==> src/rtl/datapath_gray_arbiter_if.sv <==
`default_nettype none
// datapath_gray_arbiter_if: two byte sources, the datapath input stream and datapath output observation.
// Rev 1.0
interface datapath_gray_arbiter_if;
  logic [7:0] s0_data;
  logic       s0_valid;
  logic       s0_sof;
  logic       s0_busy;
  logic [7:0] s1_data;
  logic       s1_valid;
  logic       s1_sof;
  logic       s1_busy;
  logic [7:0] m_data;
  logic       m_valid;
  logic       m_sof;
  logic       m_busy;
  logic       dp_valid;
  logic       dp_sof;

  modport slave (
    input  s0_data, s0_valid, s0_sof,
    output s0_busy,
    input  s1_data, s1_valid, s1_sof,
    output s1_busy,
    output m_data, m_valid, m_sof,
    input  m_busy,
    input  dp_valid, dp_sof
  );

  modport master (
    output s0_data, s0_valid, s0_sof,
    input  s0_busy,
    output s1_data, s1_valid, s1_sof,
    input  s1_busy,
    input  m_data, m_valid, m_sof,
    output m_busy,
    output dp_valid, dp_sof
  );
endinterface
`default_nettype wire

==> src/rtl/datapath_gray_arbiter.sv <==
`default_nettype none
// datapath_gray_arbiter: round-robin frame arbiter for two byte sources with owner-ID tracking.
// Rev 1.0
module datapath_gray_arbiter #(
  parameter int C_FRAME_BYTES = 192,
  parameter int C_ID_DEPTH    = 4
) (
  input  wire logic              i_clk,
  input  wire logic              i_rst,
  datapath_gray_arbiter_if.slave bus,
  output logic                   o_src_id,
  output logic [2:0]             o_err
);
  localparam int CNT_W = $clog2(C_FRAME_BYTES + 1);
  localparam int PTR_W = (C_ID_DEPTH > 1) ? $clog2(C_ID_DEPTH) : 1;
  localparam int OCC_W = $clog2(C_ID_DEPTH + 1);
  localparam logic [CNT_W-1:0] FRAME_LAST = CNT_W'(C_FRAME_BYTES);
  localparam logic [OCC_W-1:0] OCC_FULL   = OCC_W'(C_ID_DEPTH);

  typedef enum logic [1:0] {
    IDLE   = 2'd0,
    GRANT0 = 2'd1,
    GRANT1 = 2'd2
  } state_t;

  state_t                  state, state_nxt;
  logic [CNT_W-1:0]        cnt, cnt_nxt;
  logic                    rr_ptr, rr_nxt;
  logic [C_ID_DEPTH-1:0]   fifo_mem;
  logic [PTR_W-1:0]        wr_ptr, rd_ptr;
  logic [OCC_W-1:0]        occ;
  logic                    fifo_full, fifo_empty;
  logic                    push, push_id, pop, pop_empty;
  logic                    stray, restart;
  logic                    req0, req1, sel;
  logic                    sel_valid, sel_sof;
  logic [7:0]              sel_data;

  assign fifo_full  = (occ == OCC_FULL);
  assign fifo_empty = (occ == '0);
  assign pop        = bus.dp_valid & bus.dp_sof & ~fifo_empty;
  assign pop_empty  = bus.dp_valid & bus.dp_sof & fifo_empty;

  always_comb begin
    state_nxt   = state;
    cnt_nxt     = cnt;
    rr_nxt      = rr_ptr;
    bus.s0_busy = 1'b1;
    bus.s1_busy = 1'b1;
    bus.m_data  = '0;
    bus.m_valid = 1'b0;
    bus.m_sof   = 1'b0;
    push        = 1'b0;
    push_id     = 1'b0;
    stray       = 1'b0;
    restart     = 1'b0;
    req0        = bus.s0_valid & bus.s0_sof;
    req1        = bus.s1_valid & bus.s1_sof;
    sel         = (state == GRANT1);
    sel_valid   = sel ? bus.s1_valid : bus.s0_valid;
    sel_sof     = sel ? bus.s1_sof   : bus.s0_sof;
    sel_data    = sel ? bus.s1_data  : bus.s0_data;
    // Reset overrides the state decode so a frame in flight stops immediately.
    if (!i_rst) begin
      unique case (state)
        IDLE: begin
          if (bus.s0_valid && !bus.s0_sof) begin
            bus.s0_busy = 1'b0;
            stray       = 1'b1;
          end
          if (bus.s1_valid && !bus.s1_sof) begin
            bus.s1_busy = 1'b0;
            stray       = 1'b1;
          end
          if ((req0 || req1) && !fifo_full) begin
            push      = 1'b1;
            push_id   = (req0 && req1) ? rr_ptr : req1;
            rr_nxt    = ~push_id;
            cnt_nxt   = '0;
            state_nxt = push_id ? GRANT1 : GRANT0;
          end
        end
        GRANT0, GRANT1: begin
          bus.m_data  = sel_data;
          bus.m_valid = sel_valid;
          bus.m_sof   = sel_sof;
          if (sel) bus.s1_busy = bus.m_busy;
          else     bus.s0_busy = bus.m_busy;
          if (sel_valid && !bus.m_busy) begin
            // A second sof inside a frame restarts the count for the same owner.
            if (sel_sof && (cnt != '0)) begin
              restart = 1'b1;
              cnt_nxt = CNT_W'(1);
            end else begin
              cnt_nxt = cnt + CNT_W'(1);
              if (cnt_nxt == FRAME_LAST) state_nxt = IDLE;
            end
          end
        end
        default: state_nxt = IDLE;
      endcase
    end
  end

  always_ff @(posedge i_clk) begin
    if (i_rst) begin
      state    <= IDLE;
      cnt      <= '0;
      rr_ptr   <= 1'b0;
      wr_ptr   <= '0;
      rd_ptr   <= '0;
      occ      <= '0;
      o_src_id <= 1'b0;
      o_err    <= 3'b000;
    end else begin
      state  <= state_nxt;
      cnt    <= cnt_nxt;
      rr_ptr <= rr_nxt;
      if (push) begin
        fifo_mem[wr_ptr] <= push_id;
        wr_ptr           <= wr_ptr + PTR_W'(1);
      end
      if (pop) begin
        o_src_id <= fifo_mem[rd_ptr];
        rd_ptr   <= rd_ptr + PTR_W'(1);
      end
      unique case ({push, pop})
        2'b10:   occ <= occ + OCC_W'(1);
        2'b01:   occ <= occ - OCC_W'(1);
        default: occ <= occ;
      endcase
      o_err <= o_err | {pop_empty, restart, stray};
    end
  end
endmodule
`default_nettype wire

==> src/flat_wrapper.sv <==
// flat-port wrapper written by rule: the top's interface ports become plain ports
module datapath_gray_arbiter_flat 
#(
  parameter int C_FRAME_BYTES = 192,
  parameter int C_ID_DEPTH    = 4
)
  (i_clk, i_rst, o_src_id, o_err, bus_s0_data, bus_s0_valid, bus_s0_sof, bus_s0_busy, bus_s1_data, bus_s1_valid, bus_s1_sof, bus_s1_busy, bus_m_data, bus_m_valid, bus_m_sof, bus_m_busy, bus_dp_valid, bus_dp_sof);
  datapath_gray_arbiter_if bus_i ();
  input  wire logic i_clk;
  input  wire logic i_rst;
  output logic o_src_id;
  output logic [2:0] o_err;
  input wire logic [$bits(bus_i.s0_data)-1:0] bus_s0_data;
  input wire logic [$bits(bus_i.s0_valid)-1:0] bus_s0_valid;
  input wire logic [$bits(bus_i.s0_sof)-1:0] bus_s0_sof;
  output wire logic [$bits(bus_i.s0_busy)-1:0] bus_s0_busy;
  input wire logic [$bits(bus_i.s1_data)-1:0] bus_s1_data;
  input wire logic [$bits(bus_i.s1_valid)-1:0] bus_s1_valid;
  input wire logic [$bits(bus_i.s1_sof)-1:0] bus_s1_sof;
  output wire logic [$bits(bus_i.s1_busy)-1:0] bus_s1_busy;
  output wire logic [$bits(bus_i.m_data)-1:0] bus_m_data;
  output wire logic [$bits(bus_i.m_valid)-1:0] bus_m_valid;
  output wire logic [$bits(bus_i.m_sof)-1:0] bus_m_sof;
  input wire logic [$bits(bus_i.m_busy)-1:0] bus_m_busy;
  input wire logic [$bits(bus_i.dp_valid)-1:0] bus_dp_valid;
  input wire logic [$bits(bus_i.dp_sof)-1:0] bus_dp_sof;
  assign bus_i.s0_data = bus_s0_data;
  assign bus_i.s0_valid = bus_s0_valid;
  assign bus_i.s0_sof = bus_s0_sof;
  assign bus_s0_busy = bus_i.s0_busy;
  assign bus_i.s1_data = bus_s1_data;
  assign bus_i.s1_valid = bus_s1_valid;
  assign bus_i.s1_sof = bus_s1_sof;
  assign bus_s1_busy = bus_i.s1_busy;
  assign bus_m_data = bus_i.m_data;
  assign bus_m_valid = bus_i.m_valid;
  assign bus_m_sof = bus_i.m_sof;
  assign bus_i.m_busy = bus_m_busy;
  assign bus_i.dp_valid = bus_dp_valid;
  assign bus_i.dp_sof = bus_dp_sof;
  datapath_gray_arbiter #(.C_FRAME_BYTES(C_FRAME_BYTES), .C_ID_DEPTH(C_ID_DEPTH)) u_core (.i_clk(i_clk), .i_rst(i_rst), .bus(bus_i), .o_src_id(o_src_id), .o_err(o_err));
endmodule
==> config.mk <==
export PLATFORM = sky130hd
export DESIGN_NAME = datapath_gray_arbiter_flat
export DESIGN_NICKNAME = d
export VERILOG_FILES = /design/src/rtl/datapath_gray_arbiter_if.sv /design/src/rtl/datapath_gray_arbiter.sv /design/src/flat_wrapper.sv
export SDC_FILE = /design/constraint.sdc
export NUM_CORES = 1
export LEC_CHECK = 0
export CAP_MARGIN = 20
export CORE_UTILIZATION = 49
export DETAILED_ROUTE_END_ITERATION = 8
export GPL_TIMING_DRIVEN = 0
export HOLD_SLACK_MARGIN = 0.03
export PLACE_DENSITY = 0.8
export SETUP_SLACK_MARGIN = 0.5
export SLEW_MARGIN = 20
export SYNTH_ARGS = -nofsm -noshare
export SYNTH_HDL_FRONTEND = slang
export SYNTH_SLANG_ARGS = --single-unit
==> constraint.sdc <==
create_clock -name i_clk -period 3 [get_ports i_clk]
set_input_delay 0.3 -clock i_clk [delete_from_list [all_inputs] [get_ports i_clk]]
set_output_delay 0.3 -clock i_clk [all_outputs]
set_load 0.01 [all_outputs]
### Yosys cells after proc, flatten, opt, wreduce, memory -nomap -nowiden

Index checks and enable logic that the tools add are counted.

| cells by class | value |
|---|---|
| $add $sub $neg | 5 |
| $lt $le $gt $ge | 3 |
| eq/ne operators | 10 |
| multiplexer cells | 48 |
| bitwise gates (word level) | 9 |
| reduce and logical (&&, ||, !) cells | 22 |

Operator list:

| operator | count |
|---|---|
| 8-bit two-way mux | 6 |
| 1-bit two-way mux | 29 |
| 8-bit one-hot mux with 2 select lines | 1 |
| 2-bit two-way mux | 5 |
| 8-bit by 1-bit adder with 8-bit output (second input constant) | 1 |
| 8-bit == test (second input constant) | 1 |
| 8-bit nonzero test | 1 |
| 1-bit logical AND | 7 |
| 2-bit by 3-bit less-than comparator with 1-bit output (second input constant) | 2 |
| 2-bit by 1-bit != test with 1-bit output (second input constant) | 3 |
| 3-bit one-hot mux with 2 select lines | 1 |
| 1-bit AND | 5 |
| 2-bit by 1-bit adder with 2-bit output (second input constant) | 2 |
| 4-bit bitwise mux | 1 |
| 2-bit by 1-bit == test with 1-bit output (second input constant) | 2 |
| 2-bit == test (second input constant) | 2 |
| 1-bit logical NOT | 4 |
| 1-bit one-hot mux with 2 select lines | 2 |
| 2-bit one-hot mux with 2 select lines | 1 |
| 2-bit AND reduction | 2 |
| 4-bit AND reduction | 1 |
| 2-bit nonzero test | 2 |
| 3-bit by 1-bit adder with 3-bit output (second input constant) | 1 |
| 3-bit == test (second input constant) | 1 |
| other kinds (12) | 14 |

| storage, ports and cells | value |
|---|---|
| flip-flop bits (word level) | 26 |
| input port bits | 25 |

### Logic depth before layout (Yosys ltp)

| depth | value |
|---|---|
| depth after elaboration | 8 |
| mapped depth | 12 |
| gate-level depth less buffers | 11 |

### Worst setup path after synthesis

No wires, ideal clock.

| timing path | value |
|---|---|
| path type | register to register |
| start point | register u_core.state[0] |
| end point | register u_core.occ[2] |
| library setup time | 0.070 ns |
| data arrival time | 2.407 ns |
| data required time | 2.930 ns |
| setup slack | 0.523 ns |
| stages on the path, launching flop included | 13 |
| path through | dfxtp_1 > inv_1 > ha_1 > or3b_2 > clkbuf_1 > nor2_1 > inv_1 > ha_1 > inv_1 > fa_1 > xor2_1 > or3_1 > a21oi_1 |

| on the way | value |
|---|---|
| word-level cells in the longest chain between the ends | 5 |

Ends and longest elaborated chain:

| element | line | RTL |
|---|---|---|
| start, declared | datapath_gray_arbiter.sv:26 | `state_t state, state_nxt;` |
| start signal, assigned | datapath_gray_arbiter.sv:116 | `state <= state_nxt;` |
| 2-bit logical NOT (*) | datapath_gray_arbiter.sv:65 | `unique case (state)` |
| 1-bit two-way mux (*) | datapath_gray_arbiter.sv:65 |  |
| 1-bit two-way mux (*) | datapath_gray_arbiter.sv:64 | `if (!i_rst) begin` |
| 2-bit by 1-bit == test with 1-bit output or 2-bit == test (tied branches) | datapath_gray_arbiter.sv:127 | `unique case ({push, pop})` |
| 3-bit one-hot mux with 2 select lines or 2-bit nonzero test (tied branches) | -- |  |
| end signal, assigned | datapath_gray_arbiter.sv:128 | `2'b10: occ <= occ + OCC_W'(1);` |
| end signal, assigned | datapath_gray_arbiter.sv:129 | `2'b01: occ <= occ - OCC_W'(1);` |
| end, declared | datapath_gray_arbiter.sv:31 | `logic [OCC_W-1:0] occ;` |

Every way passes the cells marked *; elsewhere a longest branch is shown, timed or not.
A chain may end at the register's enable or synchronous reset.

### Worst setup path after layout

| timing path | value |
|---|---|
| start point | register u_core.state[0] |
| end point | output port bus_m_sof |

| on the way | value |
|---|---|
| word-level cells in the longest chain between the ends | 4 |

Ends and longest elaborated chain:

| element | line | RTL |
|---|---|---|
| 2-bit == test or 2-bit by 1-bit == test with 1-bit output (tied branches) | datapath_gray_arbiter.sv:59, datapath_gray_arbiter.sv:65 |  |
| 1-bit two-way mux or 2-bit OR reduction (tied branches) | datapath_gray_arbiter.sv:61, datapath_gray_arbiter.sv:65 |  |
| 1-bit two-way mux (*) | datapath_gray_arbiter.sv:65 |  |
| 1-bit two-way mux (*) | datapath_gray_arbiter.sv:64 |  |
| end, declared | flat_wrapper.sv:23 | `output wire logic [$bits(bus_i.m_sof)-1:0] bus_m_sof;` |

Marked as above.

==> flow_metrics.env <==
export IMPL_leakagePower_nw=0.814
export IMPL_most_common_layout_cells="clkdlybuf4s50_1 (36), nor2_1 (31), dfxtp_1 (20), mux2i_1 (14)"
export IMPL_die_y_um=60.8
export IMPL_crit_start="u_core.state[0]"
export IMPL_dpl_cell_count=285
export IMPL_hold_buffers=0
export IMPL_core_um2=3150
export IMPL_cts_tree="yes"
export IMPL_syn_to_final_growth_pct=33.1
export IMPL_crit_path_top_delay_cell="clkdlybuf4s50_1"
export IMPL_required_ns=2.70
export IMPL_globalplace_congestion=0.806
export IMPL_cts_root_buf="clkbuf_4"
export IMPL_first_pass_iters=4
export IMPL_synth_area_leaders="dfxtp_1 (26%), mux2i_1 (8.3%), ha_1 (8.1%), edfxtp_1 (7.1%), nor2_1 (7.1%)"
export IMPL_cp_cell_sequence="inv_2, ha_4, nand2b_1, buf_2, nor2_1, clkdlybuf4s50_1"
export IMPL_relSlewSlack=0.706
export IMPL_num_vias=1579
export IMPL_seq_area_frac_synth=0.331
export IMPL_critPathLaunchType="flip-flop"
export IMPL_final_layout_size_suffix_gt1_frac=0.100
export IMPL_cellPowerDensity_nw_per_um2=530
export IMPL_fin_util=0.714
export IMPL_fin_crit_ns=2.40
export IMPL_setup_viol=0
export IMPL_fmax_ghz=0.416
export IMPL_reg2reg_slack_ns=0.61
export IMPL_die_area_um2=3690
export IMPL_crit_type="flip-flop to output pin"
export IMPL_routedWlPerCell_um=12.6
export IMPL_slowest_delay_ns=0.57
export IMPL_reg2reg_depth=8
export IMPL_syn_area_um2=1690
export IMPL_wirelength_um=3690
export IMPL_p_total_mw=1.19
export IMPL_cp_endpoint="bus_m_sof"
export IMPL_port_buffers=39
export IMPL_die_w_um=60.8
export IMPL_grt_usage=0.226
export IMPL_yosysWarnings=0
export IMPL_fin_skew_ns=0.00822
export IMPL_fin_crit_sh=0.801
export IMPL_cts_buffers=3
export IMPL_grt_max_degree=15
export IMPL_tightestPinTransition_ns=0.428
export IMPL_drt_initial_drc_count=72
export IMPL_peakVddDrop_mv=0.320
export IMPL_stdcell_count=293
export IMPL_syn_inst=202
export IMPL_layout_commonest_cell="clkdlybuf4s50_1"
export IMPL_r2r_end="u_core.cnt[1]"
export IMPL_setup_worst_path_end_class="output pin"
export IMPL_grt_pass1_vias=1496
export IMPL_rows=20
export IMPL_ys_ff_latch=26
export IMPL_grt_pass1_wl_um=6190
export IMPL_drt_antenna_violating_nets=0
export IMPL_clockBufferDepth=2
export IMPL_diodes=0
export IMPL_clkTransAtPathRegs_ns=0.13
export IMPL_ios=41
export IMPL_grt_antenna_before_repair=0
export IMPL_r2r_start="u_core.state[1]"
export IMPL_insertion_delay_ns=0.32
export IMPL_async_flop_share=0
export IMPL_netlist_area_leader_share=0.260
export IMPL_rsz0062_at_grt="true"
export IMPL_finalHoldViolations=0
export IMPL_cp_data_arrival_time_ns=2.10
export IMPL_slew_viol_final=0
export IMPL_hpwl_um=2690
export IMPL_htreeDepth=1
export IMPL_synth_edff_count=4
export IMPL_nNetsFinal=287
export IMPL_status="completed"
export IMPL_synth_nets=239
export IMPL_hold_path_class="input port to flip-flop"
export IMPL_maxCapViolations=0
export IMPL_overflow=0
export IMPL_via_per_inst=5.39
export IMPL_drc=0
export IMPL_yosysTopAreaCell="dfxtp_1"
export IMPL_netlist_cell_type_count=43
export IMPL_synth_main_ff_cell="dfxtp_1"
export IMPL_synth_avg_cell_area_um2=8.37
export IMPL_initial_core_util=0.537
export IMPL_cts_sinks=26
export IMPL_path_max_fanout=10
==> routing by layer <==
metal | vias to the layer above | wire length (um) | track usage
met4 | 0 | 59 | 0.0812
met2 | 59 | 1680 | 0.378
li1 | 801 | - | -
met1 | 713 | 1730 | 0.284
met3 | 6 | 220 | 0.0533
met5 | - | 0 | 0
==> Yosys cell counts (2+ instances only) <==
| cell | count |
|---|---|
| a21oi_1 | 13 |
| and2_1 | 4 |
| and3_1 | 2 |
| buf_1 | 2 |
| buf_6 | 2 |
| clkbuf_1 | 5 |
| dfxtp_1 | 22 |
| edfxtp_1 | 4 |
| ha_1 | 11 |
| inv_1 | 14 |
| mux2i_1 | 14 |
| nand2_1 | 13 |
| nand2b_1 | 4 |
| nand3_1 | 7 |
| nand3b_1 | 2 |
| nor2_1 | 32 |
| nor2b_1 | 2 |
| nor3_1 | 3 |
| nor3b_1 | 2 |
| nor4_1 | 2 |
| o21ai_0 | 8 |
| o21ai_1 | 2 |
| o221ai_1 | 3 |
| or3_1 | 3 |
| or4_1 | 5 |
| xnor2_1 | 2 |
| xor2_1 | 3 |
==> worst min-delay path by stage <==
stage / from / cells past startpoint / slack, ns / end
global placement: u_core.o_err[2] / 2 / 0.45 / u_core.o_err[2]
detailed placement: u_core.o_err[1] / 2 / 0.45 / u_core.o_err[1]
global route: i_rst / 2 / 0.46 / u_core.state[0]
finish: i_rst / 2 / 0.46 / u_core.state[1]
CTS: i_rst / 2 / 0.44 / u_core.state[1]
floorplan: bus_m_busy / 1 / 0.40 / u_core.o_err[1]
==> metrics by stage <==
stage / setup slack [ns] / instance area, um^2 / TNS [ns] / hold WS [ns]
after detailed placement: -0.0588 / 2140 / -0.0588 / 0.455
after global placement: 0.0496 / 2140 / 0 / 0.452
after global routing: 0.461 / 2250 / 0 / 0.456
after floorplan: 0.523 / 1690 / 0 / 0.403
final: 0.597 / 2250 / 0 / 0.459
after CTS: 0.518 / 2200 / 0 / 0.436
==> report_power, final <==
part | switching (mW) | leakage [nW] | internal, mW | total, mW
combinational | 0.306 | 0.581 | 0.307 | 0.613
sequential | 0.0342 | 0.217 | 0.396 | 0.430
clock | 0.101 | 0.0154 | 0.0486 | 0.150
total | 0.442 | 0.814 | 0.752 | 1.19
==> sequential cells by signal, summed over array words and instances (netlist names) <==
name	cells
u_core.state	2
u_core.wr_ptr	2
u_core.o_err	3
u_core.o_src_id	1
u_core.fifo_mem	4
u_core.rd_ptr	2
u_core.occ	3
u_core.rr_ptr	1
u_core.cnt	8
==> repair_timing <==
item,CTS,global route
setup endpoints to repair,14,8
resized for setup,16,10
pin swaps,1,1
buffers inserted,1,3
==> cell families after synthesis <==
kind of cell,after synthesis,share of synthesized area
AOI/OAI and AO/OA,34,0.127
xor gates and xnor gates,5,0.0259
adders and majority gates,12,0.0932
buffers and inverters,23,0.0599
DFF,26,0.331
muxes,15,0.0962
and+or+nand+nor,87,0.266
==> cell type report <==
type / count / area, um^2
clock inverter: 1 / 3.75
tap: 44 / 55.1
timing repair buffer: 43 / 417
sequential: 26 / 568
clock buffer: 3 / 22.5
multi-input combinational: 153 / 1060
fill: 266 / 902
inverter: 14 / 55.1
buffer: 9 / 65.1
==> worst max-delay path: cells and delay by family (launching register included) <==
family,cells,cell delay [ns]
adder cells (fa/ha/maj),1,0.31
buffers and inverters,3,0.84
flip-flops,1,0.38
AND/OR/NAND/NOR,2,0.27
Power figures use the tool's default switching activity.
